### src/rtl/preg_free_list_pkg.sv
// Shared rename types: physical register index, free-list sizing
// and the free-list pointer helper used by preg_free_list.
package preg_free_list_pkg;

    localparam int NUM_PREGS  = 128;
    localparam int NUM_AREGS  = 32;
    localparam int FREE_DEPTH = NUM_PREGS - NUM_AREGS;

    typedef logic [6:0] p_reg;
    typedef logic [6:0] flPtr;

    // FREE_DEPTH is not a power of two, so the wrap is explicit.
    function automatic flPtr ptrInc(input flPtr p);
        return (p == flPtr'(FREE_DEPTH - 1)) ? '0 : p + 7'd1;
    endfunction

endpackage

### src/rtl/preg_free_list.sv
// Physical-register free list: rename pops free pregs at the head,
// retire pushes reclaimed pregs at the tail.
//
// Ports:
//   clk, reset        clock; synchronous active-high reset
//   alloc_req         rename wants one destination preg
//   alloc_valid       list non-empty, alloc_preg is usable
//   alloc_preg        head entry, show-ahead
//   release_valid     retire returns release_preg this cycle
//   release_preg      preg being freed
//   free_count        entries held, 0..FREE_DEPTH
//   overflow_err      sticky: release dropped, list full
//   double_free_err   sticky: release dropped, preg already free
module preg_free_list
    import preg_free_list_pkg::*;
(
    input  logic       clk,
    input  logic       reset,
    input  logic       alloc_req,
    output logic       alloc_valid,
    output p_reg       alloc_preg,
    input  logic       release_valid,
    input  p_reg       release_preg,
    output logic [6:0] free_count,
    output logic       overflow_err,
    output logic       double_free_err
);

    p_reg                 mem [FREE_DEPTH];
    flPtr                 head;
    flPtr                 tail;
    logic [6:0]           count;
    logic [NUM_PREGS-1:0] freeMap;
    logic                 ovfErr;
    logic                 dblErr;

    logic allocFire;
    logic relLive;
    logic relIsFree;
    logic relFull;
    logic relAccept;
    logic relDouble;
    logic relOverflow;

    assign alloc_valid     = (count != '0);
    assign alloc_preg      = mem[head];
    assign free_count      = count;
    assign overflow_err    = ovfErr;
    assign double_free_err = dblErr;

    // Release checks use the pre-fire bitmap and count: a preg being
    // allocated this cycle is still free, and a full list stays full.
    always_comb begin
        allocFire   = alloc_req & alloc_valid;
        relLive     = release_valid & (release_preg != '0);
        relIsFree   = freeMap[release_preg];
        relFull     = (count == 7'(FREE_DEPTH));
        relAccept   = relLive & ~relIsFree & ~relFull;
        relDouble   = relLive & relIsFree;
        relOverflow = relLive & ~relIsFree & relFull;
    end

    always_ff @(posedge clk) begin
        if (reset) begin
            for (int i = 0; i < FREE_DEPTH; i++) begin
                mem[i] <= p_reg'(NUM_AREGS + i);
            end
            head    <= '0;
            tail    <= '0;
            count   <= 7'(FREE_DEPTH);
            freeMap <= {{FREE_DEPTH{1'b1}}, {NUM_AREGS{1'b0}}};
            ovfErr  <= 1'b0;
            dblErr  <= 1'b0;
        end else begin
            if (allocFire) begin
                head                <= ptrInc(head);
                freeMap[alloc_preg] <= 1'b0;
            end
            // An accepted preg has a clear bit, so it never collides
            // with the head preg being cleared above.
            if (relAccept) begin
                mem[tail]             <= release_preg;
                tail                  <= ptrInc(tail);
                freeMap[release_preg] <= 1'b1;
            end
            unique case ({relAccept, allocFire})
                2'b10:   count <= count + 7'd1;
                2'b01:   count <= count - 7'd1;
                default: count <= count;
            endcase
            if (relOverflow) ovfErr <= 1'b1;
            if (relDouble)   dblErr <= 1'b1;
        end
    end

endmodule
### config.mk
export PLATFORM = sky130hd
export DESIGN_NAME = preg_free_list
export DESIGN_NICKNAME = d
export VERILOG_FILES = /design/src/rtl/preg_free_list_pkg.sv /design/src/rtl/preg_free_list.sv
export SDC_FILE = /design/constraint.sdc
export NUM_CORES = 2
export LEC_CHECK = 0
export BUFFER_PORTS_ARGS = -buffer_cell sky130_fd_sc_hd__buf_2
export CORE_AREA = 2 2 435 437
export CTS_BUF_LIST = sky130_fd_sc_hd__clkbuf_4
export CTS_CLUSTER_SIZE = 12
export DETAILED_ROUTE_END_ITERATION = 8
export DIE_AREA = 0 0 437 439
export GPL_TIMING_DRIVEN = 0
export SYNTH_ARGS = -nofsm -noshare
export SYNTH_HDL_FRONTEND = slang
export SYNTH_SLANG_ARGS = --single-unit
### constraint.sdc
create_clock -name clk -period 12.5 [get_ports clk]
set_input_delay 1.875 -clock clk [delete_from_list [all_inputs] [get_ports clk]]
set_output_delay 1.875 -clock clk [all_outputs]
set_load 0.005 [all_outputs]
Word level (Yosys, flattened, before mapping) --
Memory sizes are Yosys's and may differ from the RTL's. A register that Yosys moved wholly into a read port is not among the register bits. Index checks and enable logic that the tools add are counted.
Storage, ports and cells: flip-flop bits (word level) 151, bits in latches 0, RAM bits 672, memory bits (read-only) 0, input bits 11, output and inout port bits 17, logic and storage cells 59, memories 1
Memory list:
- mem | depth 96, width 7, rd ports 1, clocked after memory_dff 1, write ports 96, line preg_free_list.sv:29 | p_reg mem [FREE_DEPTH];
Cells by class: add/subtract/negate cells 4, multipliers 0, div/mod/pow operators 0, $lt $le $gt $ge 4, equality and inequality tests 5, shift-type cells 0, mux-type cells 22, bitwise gates (word level) 11, reductions and logical operators 6
Operators with widths (number):
- $mux 128 | 3
- $and 128x128->128 | 1
- $not 128->128 | 1
- $or 128x128->128 | 1
- $mux 7 | 6
- $add 7x1->7 const B | 3
- $eq 7x7->1 const B | 3
- $lt 7x8->1 const B | 2
- $demux 1 s7 | 2
- $ge 7x1->1 const B | 2
- $pmux 7 s2 | 1
- $reduce_bool 7->1 | 2
- $mux 1 | 9
- $bmux 1 s7 | 1
- $reduce_or 7->1 | 1
- $sub 7x1->7 const B | 1
- $and 1x1->1 | 6
- $eq 2x1->1 const B | 1
- $eq 2x2->1 const B | 1
- $logic_and 1x1->1 | 2
- $not 1->1 | 2
- $reduce_bool 2->1 | 1

Logic depth before layout (Yosys ltp) --
word-level depth 10, gate-level depth with buffers 23, gate-level depth less buffers 17

Worst setup path after synthesis --
No wires, ideal clock.
kind input -> register, start point input port release_preg[0], end point register count[6] (netlist: free_count[6]), setup time 0.137 ns, arrival time 6.337 ns, required time 12.363 ns, path slack 6.026 ns, stages on the path 22, buffers on the path 5, path through buf_2 > buf_2 > nor3b_1 > a221oi_1 > a211oi_1 > nand2_1 > a21oi_1 > nor3_2 > inv_1 > clkbuf_1 > buf_1 > ha_1 > buf_1 > xor2_1 > ha_1 > a21oi_1 > o21ai_0 > a221oi_1 > o21bai_1 > a222oi_1 > or3_1 > nand3_1
Between the ends: word-level cells in the longest chain between the ends 7, elaborated cells between the ends (all ways) 11, those cells by class eq/ne: 2; mux: 3; bitwise: 4; reduce/logical: 2
Ends and longest elaborated chain:
- start, declared | line preg_free_list.sv:23 | input p_reg release_preg,
- $bmux 1 s7 | line preg_free_list.sv:56 | relIsFree = freeMap[release_preg];
- $mux 1 (not written as such) | line preg_free_list.sv:56
- $not 1->1 | line preg_free_list.sv:58 | relAccept = relLive & ~relIsFree & ~relFull;
- $and 1x1->1 (*) (2 in a row) | line preg_free_list.sv:58
- $eq 2x1->1 / $eq 2x2->1 (equally long branches) | line preg_free_list.sv:86 | unique case ({relAccept, allocFire})
- $pmux 7 s2 / $reduce_bool 2->1 (equally long branches)
- end signal, assigned | line preg_free_list.sv:87 | 2'b10: count <= count + 7'd1;
- end signal, assigned | line preg_free_list.sv:88 | 2'b01: count <= count - 7'd1;
- end signal, assigned | line preg_free_list.sv:89 | default: count <= count;
- end, declared | line preg_free_list.sv:32 | logic [6:0] count;
Mark *: on every way between the ends. The rest lies on a longest branch, timed or not. The select of a mux whose other input is x is not followed. A chain may end at the register's enable or synchronous reset.

==> impl_metrics.py <==
metrics = {
    "status": {
        "status": "finished, violations left",
        "violations": "max-capacitance violations, max-slew violations",
    },
    "finish": {
        "drive_gt1_share_pct": 21.30,
        "layout_common_cells": "edfxtp_1 (896), nand2_1 (565), nor2_1 (464)",
        "nNetsFinal": 3813,
        "nFillCells": 19350,
        "final_core_util_pct": 28.44,
        "final_common_cell": "edfxtp_1",
        "syn2layout_area_growth_pct": 14.53,
    },
    "placement": {
        "dp_hpwl_mm": 128.2,
        "pre_cts_slack_ns": 2.884,
        "port_buffers": 26,
        "gp_congestion": 1.008,
    },
    "worst_setup_path": {
        "slowest_stage": "clkbuf_1",
        "arrival_ns": 6.98,
        "cp-start-kind": "register",
        "required_ns": 10.62,
        "path_cells": "buf_4 -> buf_2 -> clkbuf_1 -> buf_2 -> mux4_2 -> o22ai_1 -> nor4_1 -> a211oi_1 -> nand2_1 -> buf_2",
        "slowest_delay_ns": 1.13,
        "crit_top_cell": "buf_2",
        "crit_buf_inv": 5,
        "critPathCaptureType": "output port",
        "cp_max_fo": 10,
        "critical-path-top-delay-family": "buffers and inverters",
        "worstSetupPathType": "register to output port",
    },
    "timing": {
        "hold_viol": 0,
        "final.setup_skew_ns": 0.08714,
        "relSlewSlack_pct": -7.649,
        "worst_slew_pin_slew_ns": 1.615,
        "finalSetupViolCount": 0,
        "finalCritPeriodShare_pct": 70.83,
        "fmax_ghz": 0.1129,
        "final.setup.worst_slack_ns": 3.646,
        "rsz0062_at_grt": "no",
        "fin_crit_ns": 8.854,
        "maxSlewViolCount": 44,
        "final.setup.tns_ns": 0,
    },
    "synthesis": {
        "synth.cell_area_um2": 46440,
        "synth-edff-count": 896,
        "synthArstFlopShare_pct": 0,
        "yosysWarnings": 0,
        "synth-seq-area-share_pct": 64.74,
        "synth_top_area_share_pct": 57.93,
        "yosysTopAreaCell": "edfxtp_1",
        "syn_area_per_cell_um2": 13.43,
        "ys.flop_type": "edfxtp_1",
        "synth-seq-cells": 1054,
        "syn_nets": 3473,
        "ys_top_cells_by_area": "edfxtp_1 (58%), mux4_2 (11%), dfxtp_1 (6.8%)",
        "syn_inst": 3457,
        "ys_types": 88,
    },
    "grt": {
        "gr-total-overflow": 0,
        "grt_max_degree": 39,
        "track_usage_pct": 19.06,
        "grt_pass1_wl_mm": 259.2,
        "antenna_found_initial": 13,
        "grt_pass1_vias": 33600,
    },
    "routing": {
        "avgRoutedWirePerCell_um": 29.20,
        "vias_per_cell": 5.479,
        "dr.pass1.iters": 7,
        "antenna_left": 0,
        "wirelength_mm": 188.9,
        "initialDrtViolationCount": 6800,
        "drc": 0,
        "vias": 35440,
    },
    "pwr": {
        "pwr-share-seq_pct": 49.2,
        "p_leak_uw": 0.01603,
        "sw_frac_of_total_pct": 28.42,
        "combPwrFrac_pct": 13.5,
        "power_frac_clock_pct": 37.3,
        "max-vdd-ir-drop_mv": 0.1088,
        "p_int_uw": 5752,
        "switchingPower_uw": 2284,
        "p_per_area_nw_per_um2": 151.1,
    },
    "cts": {
        "cts.htree.levels": 5,
        "root_buffer": "clkbuf_4",
        "insertion_delay_ns": 1.32,
        "cts_inserted_buffers": 290,
        "clock_sinks": 1054,
        "cts_tree": "yes",
        "ctsHoldBuffers": 0,
        "cts.repair.resized": 0,
        "clockBufferDepth": 4,
        "cts_setup_buffers": 0,
        "cts.clk_slew.worst_paths_ns": 0.06,
    },
    "die": {
        "start_util_pct": 24.83,
        "row_count": 159,
        "die_x_um": 437,
        "fp.dieH_um": 439,
        "core-area_um2": 187000,
        "dieArea_um2": 191800,
        "ios": 28,
    },
    "job": {
        "drv_cap": 4,
    },
    "min_path": {
        "hold_path.class": "register to register",
    },
}
[cell usage after synthesis (all sizes together) (16+ instances only)]
library cell    n
a211oi         20
a21o           26
a21oi          46
a221o          29
a32oi          16
buf           117
clkbuf        161
dfxtp         158
edfxtp        896
inv            17
mux2i          40
mux4          233
nand2         566
nand2b         49
nand3          53
nor2          464
nor2b          17
nor3           22
o211ai         73
o21ai         191
o22ai          57
[cells by family (layout without fill, tap and decap cells)]
group                    Yosys count  count (layout)  share of synthesized area, %
AO/OA/AOI/OAI                    530             530                         7.508
XOR/XNOR                          12              12                        0.2263
adder cells (fa/ha/maj)            5               5                        0.1347
buffers and inverters            296             802                         3.101
flip-flops                      1054            1054                         64.74
multiplexers                     283             283                         12.40
other                              0              10                             0
AND/OR/NAND/NOR                 1277            1277                         11.88
[through the flow]
stage	hold slack (ns)	instances	total power [uW]	area, um^2
2_1_floorplan	0.4425	3457	4594	46440
6_report	0.4795	6468	8036	53190
3_5_place_dp	0.4636	5998	5072	49860
3_3_place_gp	0.4511	5978	5058	49690
5_1_grt	0.4852	6462	8223	53170
4_1_cts	0.4729	6456	7989	53150
[flip-flops by register name, summed over array words and instances (netlist names), named ones only]
name / count
mem: 896
double_free_err: 1
tail: 7
freeMap: 128
free_count: 7
head: 7
overflow_err: 1
[path summary, 6_finish.rpt]
kind | to | cells after the start | slack (ns) | startpoint
hold / removal | freeMap[31] | 2 | 0.48 | freeMap[31]
setup reg to reg | freeMap[110] | 13 | 5.25 | register
setup / recovery | alloc_preg[1] | 10 | 3.65 | register
hold reg to reg | freeMap[31] | 2 | 0.48 | freeMap[31]
[worst min-delay path: cells and delay by family (launching register included)]
family | cells | cell delay (ns)
AOI/OAI and AO/OA | 2 | 0.12
DFF | 1 | 0.30
[layer usage]
metal  routed length (um)  vias to the layer above  track usage (%)
met3                27700                      673            6.532
met5                  146                        -                0
met2                80700                     3168            28.09
met1                69640                    17700            24.74
met4                10690                       18            9.794
li1                     -                    13880                -
[power groups by stage]
stage | Clock, uW | Combinational (uW) | Sequential, uW
floorplan | 0 | 581 | 4010
global placement | 0 | 1030 | 4030
detailed placement | 0 | 1040 | 4030
CTS | 2990 | 1050 | 3950
global route | 3160 | 1100 | 3960
finish | 3000 | 1090 | 3960
[cell type report]
class / count / area, um^2 / area share [%]
repair buffers: 48 / 292.8 / 0.5504
inverters: 18 / 67.56 / 0.1270
clock inverters: 41 / 160.2 / 0.3011
plain buffers: 278 / 1379 / 2.592
diodes: 10 / 25.02 / 0.04705
multi-input cells: 2107 / 14940 / 28.10
well taps: 2495 / 3122 / 5.869
flip-flops and latches: 1054 / 30070 / 56.53
clock buffers: 417 / 3131 / 5.886
Power figures use the tool's default switching activity.
